File: src/rtl/motoro3_gate_deadtime.sv
`default_nettype none
// +------------------------------------------------------------------------+
// | Module : motoro3_gate_deadtime                                         |
// | Brief  : Six-gate driver for the 3-phase PWM stage. Inserts dead-time  |
// |          on commutation, stretches short high-side pulses to MIN_ON,   |
// |          and latches a synchronised over-current fault until cleared.  |
// | Rev    : 1.0  initial release                                          |
// +------------------------------------------------------------------------+
module motoro3_gate_deadtime #(
  parameter int unsigned DEAD_CYC = 8,
  parameter int unsigned MIN_ON   = 32
) (
  input  logic       clk,
  input  logic       nRst,
  input  logic       enable,
  input  logic [3:0] sgStep,
  input  logic       pwm,
  input  logic       m3cntLast2,
  input  logic       fault,
  input  logic       clrFault,
  output logic       gateAH,
  output logic       gateAL,
  output logic       gateBH,
  output logic       gateBL,
  output logic       gateCH,
  output logic       gateCL,
  output logic       deadActive,
  output logic       faultLatched,
  output logic [7:0] stretchCnt
);

  typedef enum logic [1:0] {
    ST_OFF   = 2'd0,
    ST_DEAD  = 2'd1,
    ST_RUN   = 2'd2,
    ST_FAULT = 2'd3
  } state_t;

  localparam logic [7:0] DEAD_LOAD = 8'(DEAD_CYC);
  localparam logic [7:0] ON_LOAD   = 8'(MIN_ON - 1);

  // Gate vector bit order: {AH, AL, BH, BL, CH, CL}
  function automatic logic [5:0] sector_drive(input logic [2:0] sector, input logic hi_on);
    logic [5:0] pat;
    pat = '0;
    case (sector)
      3'd0: begin pat[5] = hi_on; pat[0] = 1'b1; end  // AH, CL
      3'd1: begin pat[3] = hi_on; pat[0] = 1'b1; end  // BH, CL
      3'd2: begin pat[3] = hi_on; pat[4] = 1'b1; end  // BH, AL
      3'd3: begin pat[1] = hi_on; pat[4] = 1'b1; end  // CH, AL
      3'd4: begin pat[1] = hi_on; pat[2] = 1'b1; end  // CH, BL
      3'd5: begin pat[5] = hi_on; pat[2] = 1'b1; end  // AH, BL
      default: pat = '0;
    endcase
    return pat;
  endfunction

  state_t     state_q, state_d;
  logic [7:0] dead_cnt_q, dead_cnt_d;
  logic [7:0] on_cnt_q, on_cnt_d;
  logic [2:0] cur_sector_q, cur_sector_d;
  logic       hi_q, hi_d;
  logic [5:0] gate_q, gate_d;
  logic       dead_active_q, dead_active_d;
  logic       fault_latched_q, fault_latched_d;
  logic [7:0] stretch_cnt_q, stretch_cnt_d;
  logic       fault_meta_q, fault_meta_d;
  logic       fault_sync_q, fault_sync_d;

  logic       step_valid;
  logic [2:0] step_sector;
  logic       run_drive;
  logic       stretch_inc;

  assign step_valid  = (sgStep < 4'd12);
  assign step_sector = sgStep[3:1];

  // Next-state, gate pattern, min-on stretch and stretch statistics
  always_comb begin
    state_d         = state_q;
    dead_cnt_d      = dead_cnt_q;
    on_cnt_d        = 8'd0;
    cur_sector_d    = cur_sector_q;
    hi_d            = 1'b0;
    run_drive       = 1'b0;
    stretch_inc     = 1'b0;
    fault_meta_d    = fault;
    fault_sync_d    = fault_meta_q;

    // Fault beats everything; FAULT is sticky until an accepted clear.
    if (fault_sync_q) begin
      state_d = ST_FAULT;
    end else if (state_q == ST_FAULT) begin
      if (clrFault) state_d = ST_OFF;
    end else if (!enable) begin
      state_d = ST_OFF;
    end else begin
      unique case (state_q)
        ST_OFF: begin
          if (step_valid) begin
            state_d    = ST_DEAD;
            dead_cnt_d = DEAD_LOAD;
          end
        end
        ST_DEAD: begin
          if (dead_cnt_q == 8'd1) begin
            if (step_valid) begin
              state_d      = ST_RUN;
              cur_sector_d = step_sector;
              run_drive    = 1'b1;
            end else begin
              state_d = ST_OFF;
            end
          end else begin
            dead_cnt_d = dead_cnt_q - 8'd1;
          end
        end
        ST_RUN: begin
          // A step change inside the same sector is not a commutation.
          if (!step_valid || (step_sector != cur_sector_q)) begin
            state_d    = ST_DEAD;
            dead_cnt_d = DEAD_LOAD;
          end else begin
            run_drive = 1'b1;
          end
        end
        ST_FAULT: state_d = ST_FAULT;
      endcase
    end

    // High side follows pwm but is held on until MIN_ON cycles have elapsed.
    if (run_drive) begin
      hi_d = pwm | (on_cnt_q != 8'd0);
      if (hi_d && !hi_q) begin
        on_cnt_d = ON_LOAD;
      end else if (on_cnt_q != 8'd0) begin
        on_cnt_d = on_cnt_q - 8'd1;
      end
      stretch_inc = !pwm && (on_cnt_q == 8'd1);
    end

    gate_d          = run_drive ? sector_drive(cur_sector_d, hi_d) : 6'd0;
    dead_active_d   = (state_d == ST_DEAD);
    fault_latched_d = (state_d == ST_FAULT);

    if (m3cntLast2) begin
      stretch_cnt_d = 8'd0;
    end else if (stretch_inc && (stretch_cnt_q != 8'hFF)) begin
      stretch_cnt_d = stretch_cnt_q + 8'd1;
    end else begin
      stretch_cnt_d = stretch_cnt_q;
    end
  end

  // All state updates on the falling edge, asynchronous active-low reset
  always_ff @(negedge clk or negedge nRst) begin
    if (!nRst) begin
      state_q         <= ST_OFF;
      dead_cnt_q      <= 8'd0;
      on_cnt_q        <= 8'd0;
      cur_sector_q    <= 3'd0;
      hi_q            <= 1'b0;
      gate_q          <= 6'd0;
      dead_active_q   <= 1'b0;
      fault_latched_q <= 1'b0;
      stretch_cnt_q   <= 8'd0;
      fault_meta_q    <= 1'b0;
      fault_sync_q    <= 1'b0;
    end else begin
      state_q         <= state_d;
      dead_cnt_q      <= dead_cnt_d;
      on_cnt_q        <= on_cnt_d;
      cur_sector_q    <= cur_sector_d;
      hi_q            <= hi_d;
      gate_q          <= gate_d;
      dead_active_q   <= dead_active_d;
      fault_latched_q <= fault_latched_d;
      stretch_cnt_q   <= stretch_cnt_d;
      fault_meta_q    <= fault_meta_d;
      fault_sync_q    <= fault_sync_d;
    end
  end

  assign gateAH       = gate_q[5];
  assign gateAL       = gate_q[4];
  assign gateBH       = gate_q[3];
  assign gateBL       = gate_q[2];
  assign gateCH       = gate_q[1];
  assign gateCL       = gate_q[0];
  assign deadActive   = dead_active_q;
  assign faultLatched = fault_latched_q;
  assign stretchCnt   = stretch_cnt_q;

endmodule
`default_nettype wire

File: config.mk
export PLATFORM = sky130hd
export DESIGN_NAME = motoro3_gate_deadtime
export DESIGN_NICKNAME = d
export VERILOG_FILES = /design/src/rtl/motoro3_gate_deadtime.sv
export SDC_FILE = /design/constraint.sdc
export NUM_CORES = 1
export LEC_CHECK = 0
export BUFFER_PORTS_ARGS = -buffer_cell sky130_fd_sc_hd__buf_4
export CAP_MARGIN = 20
export CORE_MARGIN = 2
export CORE_UTILIZATION = 58
export CTS_BUF_LIST = sky130_fd_sc_hd__clkbuf_16
export DETAILED_ROUTE_END_ITERATION = 10
export GPL_TIMING_DRIVEN = 0
export PLACE_DENSITY = 0.85
export SYNTH_ARGS = -nofsm -noshare
export SYNTH_HDL_FRONTEND = slang
export SYNTH_SLANG_ARGS = --single-unit
export TNS_END_PERCENT = 1
File: constraint.sdc
create_clock -name clk -period 3 [get_ports clk]
set_input_delay 0.3 -clock clk [delete_from_list [all_inputs] [get_ports clk]]
set_output_delay 0.3 -clock clk [all_outputs]
set_load 0.03 [all_outputs]
==> results of run 1 <==
[per-layer routing]
metal / routed length [um] / track usage / part of all wire / vias up
met4: 195 / 0.130 / 0.034 / 0
met3: 394 / 0.0855 / 0.070 / 24
met1: 2420 / 0.343 / 0.43 / 985
met5: 0 / 0 / 0 / -
met2: 2650 / 0.354 / 0.47 / 100
li1: - / - / - / 976
[power by group]
group	internal [mW]	switching, mW
Clock	0.395	0.214
Combinational	0.258	0.381
Sequential	0.617	0.114
[worst paths after layout]
kind                               from             to  slack [ns]  cells past startpoint
max                              enable  dead_cnt_q[3]       -0.11                      8
min                        fault_meta_q   fault_sync_q        0.30                      0
max reg2reg                  state_q[0]  stretchCnt[2]        0.42                      9
min reg2reg                fault_meta_q   fault_sync_q        0.30                      0
max in group asynchronous          nRst   fault_sync_q        1.29                      1
min in group asynchronous          nRst   faultLatched        1.34                      1
[cell type report]
| class | instances | share of cell area |
|---|---|---|
| multi-input cells | 189 | 0.471 |
| well taps | 50 | 0.0213 |
| flip-flops and latches | 40 | 0.342 |
| clock inverters | 3 | 0.0162 |
| repair buffers | 27 | 0.0705 |
| plain buffers | 4 | 0.0137 |
| inverters | 18 | 0.0231 |
| clock buffers | 5 | 0.0427 |
[critical path, stage by stage]
cell,delay [ns]
buf_6,0.08
or3b_1,0.35
clkbuf_8,0.18
a311oi_4,0.26
o31a_1,0.29
nand2_2,0.10
o21ai_1,0.14
nand2_1,0.06
[registers in the layout, indices dropped and copies added (netlist names), 2 cells and up]
| register | cells |
|---|---|
| gate_q | 6 |
| on_cnt_q | 8 |
| cur_sector_q | 3 |
| stretchCnt | 8 |
| state_q | 2 |
| dead_cnt_q | 8 |
[metrics by stage]
stage	util	power [mW]	worst slack [ns]	TNS, ns
after floorplan	-	1.14	-0.155	-1.34
after global placement	0.661	1.26	-0.502	-10.00
after detailed placement	0.661	1.28	-0.502	-10.48
after CTS	0.719	1.91	-0.0335	-0.103
after global routing	0.738	2.08	-0.201	-1.64
final	0.738	1.98	-0.105	-0.525
[cells in the final DEF, fill, tap and decap left out, types with 4 or more instances in the layout]
cell type,instances
nand2_1,11
nand4_1,4
inv_1,18
nor4_2,4
nor2b_1,6
a21oi_1,15
clkbuf_16,5
nor3_1,10
o21ai_1,11
o21ai_0,8
buf_4,26
o31a_1,4
dfrtn_1,40
nand3_1,13
nor2_1,34
ha_1,11
xnor2_1,13
[cells by family after synthesis]
group           after synthesis
fa+ha+maj                    11
flops                        40
buf+inv                      22
simple gates                104
xor+xnor                     14
compound gates               60
[timing repair]
item	CTS	global route
endpoints found under the setup margin	18	19
pin swaps	0	3
gates resized for setup	8	16
buffers inserted	2	1
==> impl_metrics.json, run 1 <==
{
  "ys_ff_latch": 40,
  "drive_above_1_share": 0.224,
  "p_leak_nw": 1.27,
  "syn-num-nets": 273,
  "ios": 27,
  "timing.final.ws_setup_ns": -0.105,
  "ys.flop_type": "dfrtn_1",
  "grt_pass1_vias": 1868,
  "syn_area_per_cell_um2": 9.44,
  "die_x_um": 67.9,
  "cap_viol_max_count": 0,
  "irDropWorstVdd_mv": 0.469,
  "synth-edff-count": 0,
  "yosysMostFrequentCell": "dfrtn_1",
  "skew_ns": 0.00353,
  "totalWireLength_um": 5660,
  "clk_path_buf_depth": 2,
  "power.density_nw_per_um2": 675,
  "synth_top_family_by_area": "simple AND/OR/NAND/NOR gates",
  "violations": "setup timing",
  "h-tree-depth": 2,
  "cts_made_buffers": 5,
  "dp_hpwl_um": 3500,
  "synthAdderAreaFrac": 0.0581,
  "clock_latency_ns": 0.31,
  "syn_to_final_growth_pct": 23.7,
  "core_area_um2": 3970,
  "gp_congestion": 0.894,
  "maxSlewHeadroom": 0.581,
  "critPathKind": "input pin to register",
  "syn_inst": 251,
  "required_ns": 1.66,
  "fin_area_um2": 2930,
  "nNetsFinal": 307,
  "antennaDiodeCount": 0,
  "via_count": 2085,
  "wl_per_cell_um": 16.8,
  "path_max_fanout": 7,
  "synth_compound_area_frac": 0.165,
  "ys_types": 49,
  "yosysWarnings": 0,
  "via_per_inst": 6.21,
  "worstMarginPinSlew_ns": 0.624,
  "cts_sinks": 40,
  "synth-simple-area-share": 0.261,
  "placedCellCount": 325,
  "dr.pass1.iters": 4,
  "synth_mux_area_frac": 0,
  "hold_class": "register to register",
  "run_status": "finished with violations",
  "seqCellArea_um2": 1000,
  "rows": 23,
  "postRouteAntennaNets": 0,
  "holdWs_ns": 0.302,
  "grt_max_degree": 41,
  "async_flop_share": 1.00,
  "drc": 0,
  "yosys.area.top_type": "dfrtn_1",
  "initial_utilization": 0.597,
  "rsz0062_at_grt": "true",
  "die-area_um2": 4610,
  "synthTopCellsByArea": "dfrtn_1 42%, ha_1 5.8%, nor2_1 5.4%, xnor2_1 5.2%, a21oi_1 3.2%",
  "critPathLaunchType": "input pin",
  "antenna_found_initial": 0,
  "tritoncts": "done",
  "slew_viol_final": 0,
  "netlist_top_cells_count": "40 x dfrtn_1, 34 x nor2_1, 18 x inv_1, 15 x a21oi_1, 15 x o21ai_0",
  "grt.overflow.total": 0,
  "multi_input_area_um2": 1380,
  "arrival_ns": 1.76,
  "finalHoldViolCount": 0,
  "synth.top_cell.area_share": 0.422,
  "grt_usage": 0.252,
  "synthXorXnorAreaFrac": 0.0517,
  "synth_area_um2": 2370,
  "portBuffers": 24,
  "cts-root-buf": "clkbuf_16",
  "grt_pass1_wl_um": 8610,
  "finalNonFillerCells": 336,
  "clk_pin_slew_worst_paths_ns": 0.04,
  "placed_cell_area_um2": 2630,
  "drt_iter0_drc": 142,
  "die_y_um": 67.9,
  "setup-violations-final": 13,
  "cts-hold-fix-buffers": 0,
  "end_kind": "register",
  "seq_area_frac_synth": 0.422,
  "fillers": 270
}
(Power assumes the default switching activity.)
==> inputs of run 2 (changes only) <==
PLACE_DENSITY = 0.77   (was 0.85)
==> impl_metrics.json, run 2 (synthesis results as in run 1) <==
{
  "run_status": "finished with violations",
  "violations": "setup timing",
  "maxSlewHeadroom": 0.647,
  "internal_power_mw": 1.26,
  "finalHoldViolCount": 0,
  "irDropWorstVdd_mv": 0.336,
  "pwr-share-seq": 0.371,
  "p_leak_nw": 1.28,
  "dr.pass1.iters": 4,
  "hold_class": "register to register",
  "grt_usage": 0.233,
  "placedCellCount": 325,
  "ios": 27,
  "clock_latency_ns": 0.30,
  "totalWireLength_um": 5030,
  "nNetsFinal": 306,
  "tritoncts": "done",
  "finalNonFillerCells": 335,
  "holdWs_ns": 0.304,
  "slew_viol_final": 0,
  "arrival_ns": 1.83,
  "grt_max_degree": 41,
  "cts-root-buf": "clkbuf_16",
  "clk_path_buf_depth": 2,
  "drive_above_1_share": 0.218,
  "critPathKind": "input pin to register",
  "die_y_um": 67.9,
  "swShare": 0.355,
  "worstMarginPinSlew_ns": 0.526,
  "setup-violations-final": 12,
  "via_count": 1968,
  "cts_sinks": 40,
  "timing.final.ws_setup_ns": -0.180,
  "cap_viol_max_count": 0,
  "combPwrFrac": 0.321,
  "critPathLaunchType": "input pin",
  "path_common_cell": "buf_8",
  "skew_ns": 0.00230,
  "h-tree-depth": 2,
  "antennaDiodeCount": 0,
  "grt.overflow.total": 0,
  "portBuffers": 24,
  "cts-hold-fix-buffers": 0,
  "fillers": 290,
  "wl_per_cell_um": 15.0,
  "initial_utilization": 0.597,
  "die-area_um2": 4610,
  "power.density_nw_per_um2": 668,
  "cts_made_buffers": 5,
  "crit_slowest_cell": "or3b_4",
  "slowest_delay_ns": 0.37,
  "drt_iter0_drc": 151,
  "drc": 0,
  "grt_pass1_vias": 1764,
  "gp_congestion": 0.879,
  "rows": 23,
  "postRouteAntennaNets": 0,
  "dp_hpwl_um": 3390,
  "die_x_um": 67.9,
  "power_switching_uw": 694,
  "final_cell_mix": "40 x dfrtn_1, 34 x nor2_1, 26 x buf_4, 18 x inv_1, 15 x a21oi_1",
  "power_mw": 1.95,
  "mostFrequentLayoutCell": "dfrtn_1",
  "path_max_fanout": 4,
  "end_kind": "register",
  "core_area_um2": 3970,
  "critical_path.top_delay_family": "compound AO/OA/AOI/OAI gates",
  "rsz0062_at_grt": "true",
  "p_clk_frac": 0.308,
  "crit_buf_inv": 2,
  "path_cells": "buf_8, or3b_4, buf_8, a311oi_4, o31a_1, nand2_2, o21ai_2, nand2_1",
  "grt_pass1_wl_um": 8050,
  "via_per_inst": 5.87,
  "ff2ff_setup_slack_ns": 0.53,
  "required_ns": 1.65,
  "antenna_found_initial": 0,
  "setup_tns_ns": -0.757,
  "syn_to_final_growth_pct": 23.4,
  "clk_pin_slew_worst_paths_ns": 0.04
}
run 2: cell count changes in the layout (fill, tap and decap cells not counted), moves of 2 or more:
cell / delta
nor4_2: -3
nor4_1: +3
buf_6: -2
buf_8: +2
o21ai_1: -4
o21ai_2: +2
run 2: worst paths after layout:
check,start,end,cells past startpoint
min in group asynchronous,nRst,dead_cnt_q[5],1
hold / removal,fault_meta_q,fault_sync_q,0
max in group asynchronous,nRst,dead_cnt_q[1],1
setup reg to reg,state_q[0],stretchCnt[2],9
hold reg to reg,fault_meta_q,fault_sync_q,0
setup / recovery,enable,dead_cnt_q[3],8
run 2: cell type report:
class                      instances  area, um^2  area share
tap                               50        62.6      0.0214
sequential                        40        1000       0.342
timing repair buffer              26         203      0.0693
clock buffer                       5         125      0.0428
inverter                          18        67.6      0.0231
clock inverter                     3        42.5      0.0145
buffer                             4        37.5      0.0128
multi-input combinational        189        1390       0.474
run 2: metal layers:
metal,GRT usage,routed length [um],part of all wire,vias up
met1,0.332,2410,0.48,942
li1,-,-,-,973
met4,0.0775,60,0.012,0
met2,0.357,2390,0.48,47
met5,0,0,0,-
met3,0.0461,163,0.032,6
run 2: per-stage QoR:
step	setup slack, ns	util	instance area, um^2
after floorplan	-0.155	-	2380
after global placement	-0.525	0.661	2630
after detailed placement	-0.535	0.661	2630
after CTS	-0.0801	0.713	2830
after global routing	-0.226	0.736	2920
final	-0.180	0.736	2920
run 2: power by group through the flow:
stage | Sequential [mW] | Combinational (mW) | Clock (mW)
floorplan | 0.711 | 0.433 | 0
global placement | 0.721 | 0.542 | 0
detailed placement | 0.721 | 0.552 | 0
CTS | 0.714 | 0.571 | 0.610
global route | 0.736 | 0.691 | 0.630
finish | 0.724 | 0.628 | 0.602
run 2: timing repair:
item	in CTS	in global routing
gates resized for setup	8	18
endpoints found under the setup margin	23	19
buffers inserted	0	2
pin swaps	1	5
